--- src/rtl/ahf_mbox_pkg.sv ---
// rtl/ahf_mbox_pkg.sv - shared defaults and sizing helpers for the mailbox switch
package ahf_mbox_pkg;

    localparam int NCORE_DEF = 3;
    localparam int WIDTH_DEF = 14;
    localparam int DEPTH_DEF = 2;

    // Width of one destination field inside the packed Wr_dest bus.
    localparam int DEST_W = 2;

    function automatic int clog2(input int v);
        int r;
        r = 0;
        while ((1 << r) < v) r++;
        return r;
    endfunction

    // Pointer width that stays at least one bit for single-entry structures.
    function automatic int ptr_w(input int v);
        return (v > 1) ? clog2(v) : 1;
    endfunction

endpackage

--- src/rtl/ahf_mbox_fifo.sv ---
// rtl/ahf_mbox_fifo.sv - single receive mailbox, first-word-fall-through FIFO
module ahf_mbox_fifo
    import ahf_mbox_pkg::*;
#(
    parameter int WIDTH = WIDTH_DEF,
    parameter int DEPTH = DEPTH_DEF
) (
    input  logic             clk,
    input  logic             rst_n,
    input  logic             push,
    input  logic [WIDTH-1:0] push_data,
    input  logic             pop,
    output logic             full,
    output logic             valid,
    output logic [WIDTH-1:0] head
);

    localparam int PW = ptr_w(DEPTH);
    localparam int CW = clog2(DEPTH + 1);

    logic [WIDTH-1:0] mem [DEPTH];
    logic [PW-1:0]    wptr;
    logic [PW-1:0]    rptr;
    logic [PW-1:0]    last_ptr;
    logic [CW-1:0]    count;
    logic [CW-1:0]    count_nxt;

    function automatic logic [PW-1:0] inc(input logic [PW-1:0] p);
        return (32'(p) == DEPTH - 1) ? '0 : p + PW'(1);
    endfunction

    always_comb begin
        count_nxt = count;
        if (push && !pop) begin
            count_nxt = count + CW'(1);
        end else if (pop && !push) begin
            count_nxt = count - CW'(1);
        end
    end

    always_ff @(posedge clk or negedge rst_n) begin
        if (!rst_n) begin
            wptr     <= '0;
            rptr     <= '0;
            last_ptr <= '0;
            count    <= '0;
            full     <= 1'b0;
            valid    <= 1'b0;
            for (int i = 0; i < DEPTH; i++) begin
                mem[i] <= '0;
            end
        end else begin
            if (push) begin
                mem[wptr] <= push_data;
                wptr      <= inc(wptr);
            end
            if (pop) begin
                rptr     <= inc(rptr);
                last_ptr <= rptr;
            end
            count <= count_nxt;
            full  <= (32'(count_nxt) == DEPTH);
            valid <= (count_nxt != '0);
        end
    end

    // When empty, keep presenting the most recently popped word.
    assign head = valid ? mem[rptr] : mem[last_ptr];

endmodule

--- src/rtl/ahf_mbox_arbiter.sv ---
// rtl/ahf_mbox_arbiter.sv - inter-core mailbox switch with per-mailbox round-robin write arbitration
module ahf_mbox_arbiter
    import ahf_mbox_pkg::*;
#(
    parameter int NCORE = NCORE_DEF,
    parameter int WIDTH = WIDTH_DEF,
    parameter int DEPTH = DEPTH_DEF
) (
    input  logic                    Clk_pin0,
    input  logic                    Reset_pin,
    input  logic [NCORE-1:0]        Wr_req,
    input  logic [DEST_W*NCORE-1:0] Wr_dest,
    input  logic [WIDTH*NCORE-1:0]  Wr_data,
    output logic [NCORE-1:0]        Wr_ack,
    input  logic [NCORE-1:0]        Rd_req,
    output logic [WIDTH*NCORE-1:0]  Rd_data,
    output logic [NCORE-1:0]        Rd_valid,
    output logic [NCORE-1:0]        Rd_ack,
    output logic [NCORE-1:0]        Mbox_full,
    output logic [NCORE-1:0]        Err
);

    localparam int RW = ptr_w(NCORE);

    logic [NCORE-1:0]  wr_eff;
    logic [NCORE-1:0]  rd_eff;
    logic [NCORE-1:0]  pop;
    logic [NCORE-1:0]  push;
    logic [NCORE-1:0]  gnt;
    logic [NCORE-1:0]  bad;
    logic [NCORE-1:0]  hit;
    logic [DEST_W-1:0] dst [NCORE];
    logic [RW-1:0]     rr_ptr [NCORE];
    logic [RW-1:0]     win [NCORE];
    logic [RW-1:0]     scan;
    logic [WIDTH-1:0]  push_data [NCORE];

    function automatic logic [RW-1:0] wrap_inc(input logic [RW-1:0] p);
        return (32'(p) == NCORE - 1) ? '0 : p + RW'(1);
    endfunction

    always_comb begin
        // The registered ack doubles as the mask against re-posting a held request.
        wr_eff = Wr_req & ~Wr_ack;
        rd_eff = Rd_req & ~Rd_ack;
        pop    = rd_eff & Rd_valid;
        gnt    = '0;
        bad    = '0;
        push   = '0;
        hit    = '0;
        scan   = '0;
        for (int k = 0; k < NCORE; k++) begin
            dst[k] = Wr_dest[DEST_W*k +: DEST_W];
            bad[k] = wr_eff[k] && ({1'b0, dst[k]} >= (DEST_W+1)'(NCORE));
        end
        for (int d = 0; d < NCORE; d++) begin
            win[d]       = rr_ptr[d];
            push_data[d] = '0;
            scan         = rr_ptr[d];
            for (int i = 0; i < NCORE; i++) begin
                if (!hit[d] && wr_eff[scan] && (dst[scan] == DEST_W'(d))) begin
                    hit[d] = 1'b1;
                    win[d] = scan;
                end
                scan = wrap_inc(scan);
            end
            // A full mailbox still takes a word when it is popped on the same edge.
            push[d] = hit[d] && (!Mbox_full[d] || pop[d]);
            if (push[d]) begin
                gnt[win[d]]  = 1'b1;
                push_data[d] = Wr_data[WIDTH*win[d] +: WIDTH];
            end
        end
    end

    always_ff @(posedge Clk_pin0 or negedge Reset_pin) begin
        if (!Reset_pin) begin
            Wr_ack <= '0;
            Rd_ack <= '0;
            Err    <= '0;
            for (int d = 0; d < NCORE; d++) begin
                rr_ptr[d] <= '0;
            end
        end else begin
            Wr_ack <= gnt | bad;
            Rd_ack <= pop;
            Err    <= Err | bad;
            for (int d = 0; d < NCORE; d++) begin
                if (push[d]) begin
                    rr_ptr[d] <= wrap_inc(win[d]);
                end
            end
        end
    end

    for (genvar d = 0; d < NCORE; d++) begin : g_mbox
        ahf_mbox_fifo #(
            .WIDTH (WIDTH),
            .DEPTH (DEPTH)
        ) u_fifo (
            .clk       (Clk_pin0),
            .rst_n     (Reset_pin),
            .push      (push[d]),
            .push_data (push_data[d]),
            .pop       (pop[d]),
            .full      (Mbox_full[d]),
            .valid     (Rd_valid[d]),
            .head      (Rd_data[WIDTH*d +: WIDTH])
        );
    end

endmodule

--- config.mk ---
export PLATFORM = sky130hd
export DESIGN_NAME = ahf_mbox_arbiter
export DESIGN_NICKNAME = d
export VERILOG_FILES = /design/src/rtl/ahf_mbox_pkg.sv /design/src/rtl/ahf_mbox_fifo.sv /design/src/rtl/ahf_mbox_arbiter.sv
export SDC_FILE = /design/constraint.sdc
export NUM_CORES = 1
export LEC_CHECK = 0
export ABC_AREA = 1
export BUFFER_PORTS_ARGS = -buffer_cell sky130_fd_sc_hd__buf_4
export CAP_MARGIN = 15
export CORE_UTILIZATION = 45
export DETAILED_ROUTE_END_ITERATION = 6
export PLACE_DENSITY = 0.62
export SLEW_MARGIN = 20
export SYNTH_ARGS = -nofsm -noshare
export SYNTH_HDL_FRONTEND = slang
export SYNTH_SLANG_ARGS = --single-unit
--- constraint.sdc ---
create_clock -name Clk_pin0 -period 3.2 [get_ports Clk_pin0]
set_input_delay 0.48 -clock Clk_pin0 [delete_from_list [all_inputs] [get_ports Clk_pin0]]
set_output_delay 0.48 -clock Clk_pin0 [all_outputs]
set_load 0.05 [all_outputs]
Word-level counts from Yosys, hierarchy flattened
Cells that the tools add are included.
Storage, ports and cells
  flip-flop bits (word level): 120
  bits in latches: 0
  bits in writable memories: 0
  memory bits (read-only): 0
  input bits: 56
  logic and storage cells: 321
  memories kept: 0
Operators by class
  $add $sub $neg: 21
  multipliers: 3
  divide/modulo/power cells: 0
  order comparisons: 39
  equal/unequal tests: 18
  shifts and indexed selects: 3
  multiplexer cells: 123
  bitwise operators: 27
  reduce and logical (&&, ||, !) cells: 57
Operators with widths (count)
  2-to-1 mux 14 bit: 27
  variable part select 42 x 7 -> 14 bit: 3
  bitwise mux 28 bit: 3
  2-to-1 mux 2 bit: 39
  demux 14 bit (select 1 bit): 3
  binary-select mux 2 bit (select 2 bit): 9
  less-than comparator 2 x 3 -> 1 bit (second input constant): 12
  logical AND 1 bit: 33
  == test 2 bit (second input constant): 15
  >= comparator 3 bit (second input constant): 9
  2-to-1 mux 1 bit: 27
  inverter 2 -> 3 bit: 9
  adder 2 x 1 -> 2 bit (second input constant): 12
  >= comparator 2 bit (second input constant): 12
  binary-select mux 1 bit (select 2 bit): 9
  inverter 1 -> 2 bit: 9
  logical NOT 1 bit: 15
  multiplier 3 x 2 -> 5 bit (first input constant): 3
  OR 3 bit: 4
  bitwise AND 3 bit: 3
  2-to-1 mux 3 bit: 3
  adder 1 bit (second input constant): 6
  demux 1 bit (select 2 bit): 3
  == test 2 x 1 -> 1 bit (second input constant): 3
  other kinds (7): 20

Logic depth before layout (Yosys ltp)
  depth in word-level cells: 25
  gate-level depth with buffers: 16

By module
From an unflattened synthesis, not the netlist that was laid out.
Unflattened totals
  cell total of the unflattened synthesis: 1268
  area, all modules: 8197.9 µm²
Modules (own cells, without submodules)
  ahf_mbox_fifo: times used 3, cells an instance 222, area each 1734.2 µm², sequential area each 875.8 µm²
  ahf_mbox_arbiter: times used 1, cells an instance 602, area each 2995.4 µm², sequential area each 375.4 µm²

Least setup slack after synthesis
Ideal clock, no wire load.
  kind: register -> output
  start point: reg g_mbox[1].u_fifo.valid
  end point: out Rd_data[17]
  data arrival time: 1661 ps
  data required time: 2720 ps
  path slack: 1059 ps
  cell stages (with the launch flop): 5
  buffers on the path: 1
  cells stage by stage: dfrtp_1 > inv_1 > clkbuf_1 > o21ai_0 > o22ai_1
On the way
  word-level cells in the longest chain between the ends: 1
Ends and longest elaborated chain
  start: declaration: RTL line ahf_mbox_fifo.sv:14  | output logic valid,
  start signal: assignment: RTL line ahf_mbox_fifo.sv:63  | valid <= (count_nxt != '0);
  2-to-1 mux 14 bit: RTL line ahf_mbox_fifo.sv:68  | assign head = valid ? mem[rptr] : mem[last_ptr];
  end: declaration: RTL line ahf_mbox_arbiter.sv:16  | output logic [WIDTH*NCORE-1:0] Rd_data,
Every way passes these cells.

Final worst setup path
  start point: reg g_mbox[1].u_fifo.valid
  end point: reg g_mbox[1].u_fifo.mem[27] in the netlist's numbering
On the way
  word-level cells in the longest chain between the ends: 5
Ends and longest elaborated chain
  bitwise AND 3 bit (*): RTL line ahf_mbox_arbiter.sv:46  | pop = rd_eff & Rd_valid;
  named net g_mbox[1].u_fifo.pop: RTL line ahf_mbox_fifo.sv:12  | input logic pop,
  logical OR 1 bit (*): RTL line ahf_mbox_arbiter.sv:68  | push[d] = hit[d] && (!Mbox_full[d] || pop[d]);
  logical AND 1 bit (*): RTL line ahf_mbox_arbiter.sv:68
  2-to-1 mux 14 bit: RTL line ahf_mbox_arbiter.sv:69  | if (push[d]) begin
  bitwise mux 28 bit: RTL line ahf_mbox_fifo.sv:54  | mem[wptr] <= push_data;
  end signal: indexed assignment: RTL line ahf_mbox_fifo.sv:54
  end: declaration: RTL line ahf_mbox_fifo.sv:21  | logic [WIDTH-1:0] mem [DEPTH];
Mark *: on every way through the listed nets, which the timed path passes. The rest lies on a longest branch.
A chain may end at the register's enable or synchronous reset.

==> run_results.csv <==
group,metric,value,unit
clock_network,clk_pin_slew,0.05,ns
synthesis,syn_avg_cell_area,6.69,µm²
clock_network,clock_latency,0.43,ns
clock_network,cts_tree,"yes",
setup_path,cp_slowest_cell,"dfrtp_1",
drt,dr.pass1.iters,5,
die,dieHeight,136,µm
synthesis,synth_seq_cells,120,
setup_path,required,3.56,ns
synthesis,yosysWarningCount,0,
synthesis,synth_edf_count,0,
drt,viasPerCell,5.56,
clock_network,holdBufCountCts,0,
drt,drc,0,
die,coreArea,17400,µm²
global_routing,grt_pass1_vias,7812,
setup_path,r2r_cells,10,
global_routing,grt_max_degree,57,
setup_path,critPathCaptureType,"flop",
final_layout,final_cell_mix,"413 x nand2_1, 182 x nand3_1, 127 x buf_4",
clock_network,clk_path_buf_depth,2,
setup_path,timing_worst_setup_path_type,"reg -> reg",
synthesis,ys_async_sr_fraction,100,%
global_routing,gr-usage-all-layers,29.2,%
setup_path,cp_max_fo,19,
timing,timing.final.crit_share,80.2,%
global_routing,grt_pass1_wl,41500,µm
status,run_status,"complete, no violations",
setup_path,cp_common_cell,"nand2_1",
synthesis,synth-main-ff-cell,"dfrtp_1",
drt,vias,8498,
timing,timing.fmax,390,MHz
drt,postRouteWirelength,25600,µm
die,die_width,136,µm
place,routabilityCongestion,0.936,
timing,tightestPinTransition,0.718,ns
setup_path,crit_path_cell_trace,"inv_1, nor3_4, inv_1, nand2_1, nand2_2, inv_4, o211ai_2, nand2_1, nand3_1, nand2_1",
final_layout,diodes,0,
die,start_util,46.5,%
timing,fin_setup_tns,0,ns
place,numPortBuffers,112,
final_layout,area.sequential,3000,µm²
clock_network,post_cts_buffers,0,
drt,drt_iter0_markers,758,
job,maxCapViolCount,0,
synthesis,netlist_area,8100,µm²
timing,hold_viol_final,0,
timing,period_needed,2.57,ns
timing,relSlewSlack,52.0,%
final_layout,area_delta_synth_final,18.1,%
global_routing,grt_overflow,0,
clock_network,cts_buffers,17,
worst_hold_path,min_path_type,"in -> async",
clock_network,cts.repair.resized,0,
final_layout,final_nets,1349,
synthesis,synthCells,1210,
clock_network,cts_root_buf,"clkbuf_16",
die,rows,48,
die,die_area,18500,µm²
synthesis,yosys-top-cells-area,"dfrtp_1 37%, nand2_1 19%, nand3_1 11%",
place,dp.final_hpwl,18800,µm
synthesis,synth_top_area_share,37.1,%
synthesis,yosysUniqueCellTypes,31,
synthesis,syn_nets,1266,
setup_path,arrival,2.93,ns
final_layout,drive_gt1_share,17.5,%
timing,clock_skew,0.00847,ns
setup_path,critPathMaxStageDelay,0.61,ns
synthesis,yosysTopAreaCell,"dfrtp_1",
drt,final_antenna_net_count,0,
global_routing,antenna_found_initial,0,
timing,maxSlewViolCount,0,
setup_path,r2r_slack,0.63,ns
setup_path,start_kind,"flop",
final_layout,multi_input_comb_area,4380,µm²
timing,setup_viol,0,
final_layout,final_common_cell,"nand2_1",
die,ioPinCount,113,
drt,wl_per_cell,16.7,µm
clock_network,htreeDepth,4,
synthesis,yosysSeqAreaShare,37.1,%
final_layout,fillers,1739,
clock_network,clock-sinks,120,
timing,rsz0062_at_grt,"no",
[Yosys cell counts, types with 2 or more instances]
master and count:
nand2_1 413, nand3_1 182, dfrtp_1 120, nor2_1 99, o21ai_0 94, inv_1 70, o22ai_1 42, nand4_1 40
clkbuf_1 24, buf_2 20, nor2_2 20, inv_2 18, buf_4 11, buf_6 9, nand2_2 9, nand3_2 8
xor2_1 6, nor2_4 5, nand2_4 4, nand3b_1 3, inv_4 2, nor3_4 2
[final timing paths]
check                                       start                   endpoint
max                        g_mbox[1].u_fifo.valid   g_mbox[1].u_fifo.mem[27]
min                                     Reset_pin                  Rd_ack[2]
max reg2reg                g_mbox[1].u_fifo.valid   g_mbox[1].u_fifo.mem[27]
min reg2reg                                Err[0]                     Err[0]
max in group asynchronous               Reset_pin  g_mbox[1].u_fifo.last_ptr
min in group Clk_pin0                  Wr_dest[3]                     Err[1]
[through the flow]
stage | hold slack, ns | setup WS (ns) | util [%] | std cells | area [µm²]
CTS | 0.123 | 0.620 | 54.9 | 1529 | 9570
finish | 0.101 | 0.634 | 54.9 | 1529 | 9570
floorplan | 0.184 | 1.06 | - | 1210 | 8100
global placement | 0.455 | 0.664 | 51.6 | 1499 | 8980
detailed placement | 0.458 | 0.646 | 51.6 | 1499 | 8980
global route | 0.163 | 0.269 | 54.9 | 1529 | 9570
[flip-flops by register name, summed over array words and instances (netlist names)]
name and count:
Err 3, Wr_ack 3, g_mbox.u_fifo.count 6, rr_ptr 6
Rd_ack 3, g_mbox.u_fifo.valid 3, g_mbox.u_fifo.mem 84, g_mbox.u_fifo.wptr 3
g_mbox.u_fifo.rptr 3, g_mbox.u_fifo.full 3, g_mbox.u_fifo.last_ptr 3
[logic make-up (layout without fill, tap and decap cells)]
family                 after synthesis  count (layout)  share of synthesized area, %
AO/OA/AOI/OAI                      139             139                          9.38
XOR/XNOR                             7               7                         0.757
buffers and inverters              154             248                          8.85
flip-flops                         120             120                          37.1
AND/OR/NAND/NOR                    790             790                          43.9
[per-layer routing]
metal	GRT usage, %	share of wire [%]	routed length (µm)
met1	41.1	46	11700
met2	44.0	45	11500
met3	5.00	6.2	1580
met4	11.9	3.0	776
met5	0	0	0
[layout make-up]
class                   count  share of cell area [%]
inverters                  90                    3.58
clock buffers              22                    4.85
multi-input cells         936                    45.8
flip-flops and latches    120                    31.4
clock inverters             8                    1.28
well taps                 225                    2.94
repair buffers            128                    10.2
[worst max-delay path: cells and delay by family (launching register included)]
| kind | cells | cell delay (ns) |
|---|---|---|
| AO/OA/AOI/OAI | 1 | 0.35 |
| buffers and inverters | 3 | 0.64 |
| flip-flops | 1 | 0.61 |
| AND/OR/NAND/NOR | 6 | 0.90 |
Power is not shown: default switching activity piles up to over one toggle a cycle in this logic, so the estimate is an artifact.
